`config.mk`:
```
export PLATFORM = sky130hd
export DESIGN_NAME = gpu_command_executor
export DESIGN_NICKNAME = d
export VERILOG_FILES = /design/src/rtl/gpu_command_executor.sv
export SDC_FILE = /design/constraint.sdc
export NUM_CORES = 1
export LEC_CHECK = 0
export CELL_PAD_IN_SITES_DETAIL_PLACEMENT = 1
export CELL_PAD_IN_SITES_GLOBAL_PLACEMENT = 1
export CORE_MARGIN = 1.5
export CORE_UTILIZATION = 43
export DETAILED_ROUTE_END_ITERATION = 8
export PLACE_DENSITY_LB_ADDON = 0.1
export SLEW_MARGIN = 20
export SYNTH_ARGS = -nofsm -noshare
export SYNTH_HDL_FRONTEND = slang
export SYNTH_SLANG_ARGS = --single-unit
```
`constraint.sdc`:
```
create_clock -name i_clk -period 3.15 [get_ports i_clk]
set_input_delay 0.4725 -clock i_clk [delete_from_list [all_inputs] [get_ports i_clk]]
set_output_delay 0.4725 -clock i_clk [all_outputs]
set_load 0.05 [all_outputs]
```
`src/rtl/gpu_command_executor.sv`:
```
// Command executor for a small 8-bit framebuffer: latches one instruction,
// decodes it, streams pixel writes to VRAM with stall support, then handshakes done.
module gpu_command_executor #(
  parameter int unsigned H_RES  = 160,
  parameter int unsigned V_RES  = 120,
  parameter int unsigned ADDR_W = 15
) (
  input  logic              i_clk,
  input  logic              i_reset_n,
  input  logic [31:0]       i_instruction,
  input  logic              i_ready,
  output logic              o_done,
  output logic              o_busy,
  output logic              o_error,
  output logic              o_vram_we,
  output logic [ADDR_W-1:0] o_vram_addr,
  output logic [7:0]        o_vram_data,
  input  logic              i_vram_stall
);

  localparam logic [2:0] S_IDLE    = 3'd0;
  localparam logic [2:0] S_DECODE  = 3'd1;
  localparam logic [2:0] S_WRITE   = 3'd2;
  localparam logic [2:0] S_DONE    = 3'd3;
  localparam logic [2:0] S_RELEASE = 3'd4;

  localparam logic [7:0] OP_NOP       = 8'h00;
  localparam logic [7:0] OP_SET_COLOR = 8'h01;
  localparam logic [7:0] OP_PLOT      = 8'h02;
  localparam logic [7:0] OP_CLEAR     = 8'h03;
  localparam logic [7:0] OP_HLINE     = 8'h04;

  // One extra bit so a full-frame pixel count is representable.
  localparam int unsigned      CNT_W        = ADDR_W + 1;
  localparam logic [CNT_W-1:0] FRAME_PIXELS = CNT_W'(H_RES * V_RES);

  logic [2:0]        state_q,  state_d;
  logic [31:0]       instr_q,  instr_d;
  logic [7:0]        colour_q, colour_d;
  logic [ADDR_W-1:0] addr_q,   addr_d;
  logic [7:0]        data_q,   data_d;
  logic              we_q,     we_d;
  logic [CNT_W-1:0]  cnt_q,    cnt_d;
  logic              err_q,    err_d;

  logic [7:0]        op, arg0, arg1, arg2;
  logic              xy_in_range;
  logic [ADDR_W-1:0] pix_addr;
  logic [31:0]       hline_room, hline_len;

  assign op   = instr_q[7:0];
  assign arg0 = instr_q[15:8];
  assign arg1 = instr_q[23:16];
  assign arg2 = instr_q[31:24];

  assign xy_in_range = (32'(arg0) < H_RES) && (32'(arg1) < V_RES);
  assign pix_addr    = ADDR_W'(arg1) * ADDR_W'(H_RES) + ADDR_W'(arg0);
  // Only meaningful when x is on screen; clipping keeps the line on its own row.
  assign hline_room  = H_RES - 32'(arg0);
  assign hline_len   = (32'(arg2) < hline_room) ? 32'(arg2) : hline_room;

  always_comb begin
    // NOTE: every _d starts from its _q so no path through this block infers a latch.
    state_d  = state_q;
    instr_d  = instr_q;
    colour_d = colour_q;
    addr_d   = addr_q;
    data_d   = data_q;
    we_d     = we_q;
    cnt_d    = cnt_q;
    err_d    = err_q;

    case (state_q)
      S_IDLE: begin
        if (i_ready) begin
          instr_d = i_instruction;
          err_d   = 1'b0;
          state_d = S_DECODE;
        end
      end

      S_DECODE: begin
        state_d = S_DONE;
        case (op)
          OP_NOP: ;
          OP_SET_COLOR: colour_d = arg0;
          OP_PLOT: begin
            if (xy_in_range) begin
              addr_d  = pix_addr;
              data_d  = colour_q;
              cnt_d   = CNT_W'(1);
              we_d    = 1'b1;
              state_d = S_WRITE;
            end else begin
              err_d = 1'b1;
            end
          end
          OP_CLEAR: begin
            addr_d  = '0;
            data_d  = arg0;
            cnt_d   = FRAME_PIXELS;
            we_d    = 1'b1;
            state_d = S_WRITE;
          end
          OP_HLINE: begin
            if (xy_in_range && (arg2 != 8'd0)) begin
              addr_d  = pix_addr;
              data_d  = colour_q;
              cnt_d   = CNT_W'(hline_len);
              we_d    = 1'b1;
              state_d = S_WRITE;
            end
          end
          default: err_d = 1'b1;
        endcase
      end

      S_WRITE: begin
        if (we_q) begin
          if (!i_vram_stall) begin
            addr_d = addr_q + ADDR_W'(1);
            cnt_d  = cnt_q - CNT_W'(1);
            if (cnt_q == CNT_W'(1)) we_d = 1'b0;
          end
        end else begin
          // Settle cycle after the final accepted pixel, then report completion.
          state_d = S_DONE;
        end
      end

      S_DONE:    state_d = S_RELEASE;

      S_RELEASE: if (!i_ready) state_d = S_IDLE;

      default:   state_d = S_IDLE;
    endcase
  end

  // NOTE: state registers use non-blocking assignments so all flops update together.
  always_ff @(posedge i_clk or negedge i_reset_n) begin
    if (!i_reset_n) begin
      state_q  <= S_IDLE;
      instr_q  <= '0;
      colour_q <= 8'hFF;
      addr_q   <= '0;
      data_q   <= '0;
      we_q     <= 1'b0;
      cnt_q    <= '0;
      err_q    <= 1'b0;
    end else begin
      state_q  <= state_d;
      instr_q  <= instr_d;
      colour_q <= colour_d;
      addr_q   <= addr_d;
      data_q   <= data_d;
      we_q     <= we_d;
      cnt_q    <= cnt_d;
      err_q    <= err_d;
    end
  end

  assign o_done      = (state_q == S_DONE);
  assign o_error     = o_done && err_q;
  assign o_busy      = (state_q != S_IDLE);
  assign o_vram_we   = we_q;
  assign o_vram_addr = addr_q;
  assign o_vram_data = data_q;

endmodule
```
---- After elaboration in Yosys (flattened, before gate mapping) ----
Index checks and enable logic that the tools add are counted.
word-level totals
  logic and storage cells ................. 89
  flip-flop bits (word level) ............. 84
  input port bits ......................... 36
  output and inout port bits .............. 27
cells by class
  reduce and logical (&&, ||, !) cells .... 18
  multipliers ............................. 1
  magnitude comparators ................... 3
  equal/unequal tests ..................... 21
  mux-type cells .......................... 34
  add/subtract/negate cells ............... 4
operators by type and width
  kind                                                   number
  two-way mux 16 bit                                     5
  two-way mux 15 bit                                     4
  case mux 16 bit (3 select lines)                       1
  case mux 15 bit (3 select lines)                       1
  less-than comparator 8 x 32 -> 1 bit                   1
  case mux 16 bit (2 select lines)                       1
  case mux 15 bit (2 select lines)                       1
  case mux 8 bit (3 select lines)                        1
  equality test 16 x 1 -> 1 bit (second input constant)  1
  equality test 8 x 2 -> 1 bit (second input constant)   2
  two-way mux 8 bit                                      2
  != test 2 bit (second input constant)                  8
  subtractor 16 x 1 -> 16 bit (second input constant)    1
  adder 15 x 1 -> 15 bit (second input constant)         1
  adder 15 x 8 -> 15 bit                                 1
  case mux 3 bit (5 select lines)                        1
  AND reduction 4 bit                                    3
  multiplier 8 x 3 -> 10 bit (second input constant)     1
  two-way mux 1 bit                                      9
  two-way mux 3 bit                                      3
  != test 3 bit (second input constant)                  3
  subtractor 8 x 8 -> 9 bit (first input constant)       1
  equality test 8 x 1 -> 1 bit (second input constant)   1
  equality test 8 x 3 -> 1 bit (second input constant)   1
  other kinds (18)                                       27

---- Depth between registers and ports, before layout ----
  depth after elaboration ................. 6
  depth in mapped cells ................... 12

---- Worst setup path before layout ----
Ideal clock, no wire load.
  kind .................................... reg2reg
  from .................................... reg instr_q[8]
  to ...................................... reg cnt_q[0]
  arrival time ............................ 2507 ps
  setup slack ............................. 563 ps
  cell stages (with the launch flop) ...... 12
  setup time .............................. 79 ps
  clock period less this slack ............ 2587 ps
  data required time ...................... 3071 ps
  path through ............................ dfrtp_1 > inv_1 > ha_1 > a31oi_1 > xnor2_1 > ha_1 > and2_1 > a221oi_1 > o21a_1 > o21ai_0 > a31oi_1 > a2bb2oi_1
between the ends
  cells in the longest elaborated chain, start to end .. 6
ends and longest elaborated chain
  element                               line  RTL
  start: declaration                    38    logic [31:0] instr_q, instr_d;
  start signal: assignment              152   instr_q <= instr_d;
  subtractor 8 x 8 -> 9 bit             59    assign hline_room = H_RES - 32'(arg0);
  less-than comparator 8 x 32 -> 1 bit  60    assign hline_len = (32'(arg2) < hline_room) ? 32'(arg2) : hline_room;
  two-way mux 16 bit                    60
  two-way mux 16 bit                    106   if (xy_in_range && (arg2 != 8'd0)) begin
  case mux 16 bit (3 select lines)      84    case (op)
  case mux 16 bit (2 select lines)      73    case (state_q)
  end signal: assignment                157   cnt_q <= cnt_d;
  end: declaration                      43    logic [CNT_W-1:0] cnt_q, cnt_d;
Parallel ways exist; a longest one is shown, timed or not. The select of a mux whose other input is x is not followed.
A chain may end at the register's enable or synchronous reset.

---- Final worst setup path ----
Ends and elaborated chain as after synthesis.

==> impl_metrics.toml <==
[synthesis]
synth_edf_count = 0
avgSynthCellArea_um2 = 9.37
netlist_area_um2 = 5140
async_flop_share = 1.00
ys_seq_elements = 84
yosys_warnings = 0
yosys_most_used_dff = "dfrtp_1"
synthDistinctLibCells = 64
synth_seq_area_share = 0.411
postSynthCellCount = 549
syn_nets = 613

[detailed_routing]
routed_via_density = 5.92
antenna_left = 0
routedWlPerCell_um = 19.3
totalWireLength_um = 14700
drt_iter0_markers = 202
drc = 2
first_pass_iters = 6
num_vias = 4497

[clock_network]
cts-root-buf = "clkbuf_16"
cts.sinks = 84
cts_resized = 0
postCtsSetupBuffers = 0
hold_buffers = 0
htree_levels = 3
cts_made_buffers = 9
clock_latency_ns = 0.35
cts_buffer_depth = 2
path_clk_slew_ns = 0.07
cts_tree = "done"

[floorplan]
rows = 39
die-area_um2 = 12600
core_area_um2 = 11600
io_pins = 63
die_y_um = 112
die_w_um = 112
start_util = 0.445

[grt]
track_usage = 0.250
grt_pass1_vias = 4735
grt-ovfl-total = 0
antenna_found_initial = 0
grt_pass1_wl_um = 24900
grt_max_degree = 85

[place]
dp_hpwl_um = 11000
pre_cts_ws_ns = 0.211
place_congestion = 0.857
place.port_buffers = 62
dp_cells = 743

[power]
power_switching_w = 0.00351
p_int_w = 0.00379
ir_drop_mv = 0.572
p_clk_frac = 0.137
pwr-share-comb = 0.581
p_leak_nw = 2.58
powerDensity_nw_per_um2 = 1170
p_seq_frac = 0.282
p_sw_frac = 0.481

[setup_path]
crit_required_ns = 3.42
timing.rr.end = "cnt_q[0]"
crit_end = "cnt_q[0]"
critPathKind = "register to register"
end_kind = "register"
crit_start = "instr_q[8]"
ff2ff_setup_slack_ns = 0.28
startpoint_type = "register"
critPathArrivalTime_ns = 3.14
r2r_cells = 11
crit_fanout = 9
timing.rr.start = "instr_q[8]"

[timing]
hold_viol_final = 0
min_period_ns = 2.87
setup_viol = 0
worst_pin_slew_ns = 0.870
fmax_mhz = 349
final.setup.tns_ns = 0
setup_ws_ns = 0.281
slew_headroom = 0.418
rsz0062_at_grt = "no"
drv_slew = 0
skew_ns = 0.00918
timing.final.crit_share = 0.911

[cells_and_area]
diodes = 0
fin_util = 0.541
drive_above_1_share = 0.146
nFillCells = 1317
final_cells = 759
fin_nets = 675
area_growth_pct = 21.5

[run]
cap_violations = 0

[worst_hold_path]
hold_path_class = "primary input to asynchronous set/reset pin"

[run_status]
violations = "DRC"
status = "complete, but fails checks"
-- placed cells by master, fill, tap and decap left out, types with 5 or more instances in the layout --
cell type and n:
dfrtp_1 76, o21ai_0 64, clkdlybuf4s50_1 61, nor2_1 46, nand2_1 35, a21oi_1 34
mux2_2 33, ha_1 26, nand3_1 19, inv_1 18, nor3_1 17, buf_4 13
mux2i_1 11, a31oi_1 10, xor2_1 9, nor4_1 9, clkbuf_16 9, dfstp_2 8
xnor2_1 7, nand2b_1 7, o211ai_1 6, nor2b_1 5, and3_1 5, nand4_1 5
-- power groups by stage --
stage / Combinational (W) / Sequential [W] / Clock, W
after floorplan: 0.00274 / 0.00216 / 0
after global placement: 0.00402 / 0.00204 / 0
after detailed placement: 0.00415 / 0.00207 / 0
after CTS: 0.00419 / 0.00206 / 0.00102
after global routing: 0.00471 / 0.00214 / 0.00107
final: 0.00424 / 0.00206 / 0.000998
-- final cells by class --
class	instances	area, um2	area share
clock buffer	9	225	0.0360
clock inverter	7	51.3	0.00821
inverter	18	67.6	0.0108
multi-input combinational	423	2900	0.463
sequential	84	2110	0.338
tap	143	179	0.0286
timing repair buffer	75	719	0.115
-- stage by stage --
step	hold WS, ns	total power (W)	instance area (um2)
after global placement	0.493	0.00606	5950
after global routing	0.251	0.00792	6250
after CTS	0.375	0.00728	6230
after floorplan	0.177	0.00490	5140
after detailed placement	0.504	0.00623	5950
final	0.178	0.00730	6250
-- kinds of logic after synthesis --
kind of cell / synth area share
DFF: 0.411
AOI/OAI and AO/OA: 0.186
adders and majority gates: 0.0710
muxes: 0.0936
xor gates and xnor gates: 0.0272
buffers and inverters: 0.0331
and+or+nand+nor: 0.179
-- worst min-delay path by stage --
stage | cells after the start | slack (ns) | to | from
after floorplan | 0 | 0.18 | cnt_q[0] | i_reset_n
after global placement | 2 | 0.49 | err_q | err_q
after detailed placement | 2 | 0.50 | o_vram_data[6] | o_vram_data[6]
after CTS | 1 | 0.38 | o_vram_we | i_reset_n
after global routing | 1 | 0.25 | cnt_q[13] | i_reset_n
final | 1 | 0.18 | o_vram_we | i_reset_n
-- synthesized netlist by cell type (5+ instances only) --
library cell | n | area (um2)
dfrtp_1 | 76 | 1900
o21ai_0 | 64 | 320
nor2_1 | 48 | 180
nand2_1 | 35 | 131
a21oi_1 | 34 | 170
mux2_2 | 33 | 372
ha_1 | 26 | 325
nand3_1 | 19 | 95.1
inv_1 | 18 | 67.6
nor3_1 | 17 | 85.1
clkbuf_1 | 15 | 56.3
a31oi_1 | 12 | 75.1
mux2i_1 | 11 | 110
nor4_1 | 9 | 56.3
xor2_1 | 9 | 78.8
dfstp_2 | 8 | 210
nand2b_1 | 7 | 43.8
xnor2_1 | 7 | 61.3
o211ai_1 | 6 | 45.0
and3_1 | 5 | 31.3
nand4_1 | 5 | 31.3
nor2b_1 | 5 | 31.3
o21a_1 | 5 | 37.5
-- registers in the layout, summed over array words and instances, names as in the netlist --
| signal | cells |
|---|---|
| cnt_q | 16 |
| colour_q | 8 |
| err_q | 1 |
| instr_q | 32 |
| o_vram_addr | 15 |
| o_vram_data | 8 |
| o_vram_we | 1 |
| state_q | 3 |
-- layer usage --
layer	part of all wire	wire length, um	up-vias	global-route usage
met3	0.032	476	18	0.0329
met1	0.47	6890	2268	0.343
li1	-	-	2148	-
met5	0	0	-	0
met4	0.017	249	0	0.0886
met2	0.48	7070	63	0.410
-- critical path: stages (launching register included) --
cell       delay, ns
dfrtp_1         0.47
nor3_1          0.28
nand2_1         0.13
a21oi_1         0.19
xnor2_1         0.18
ha_1            0.31
and2_1          0.20
a221oi_2        0.29
o21a_2          0.28
o21ai_0         0.11
a31oi_1         0.18
a2bb2oi_1       0.17
No activity file was read; power rests on OpenSTA's default activity.
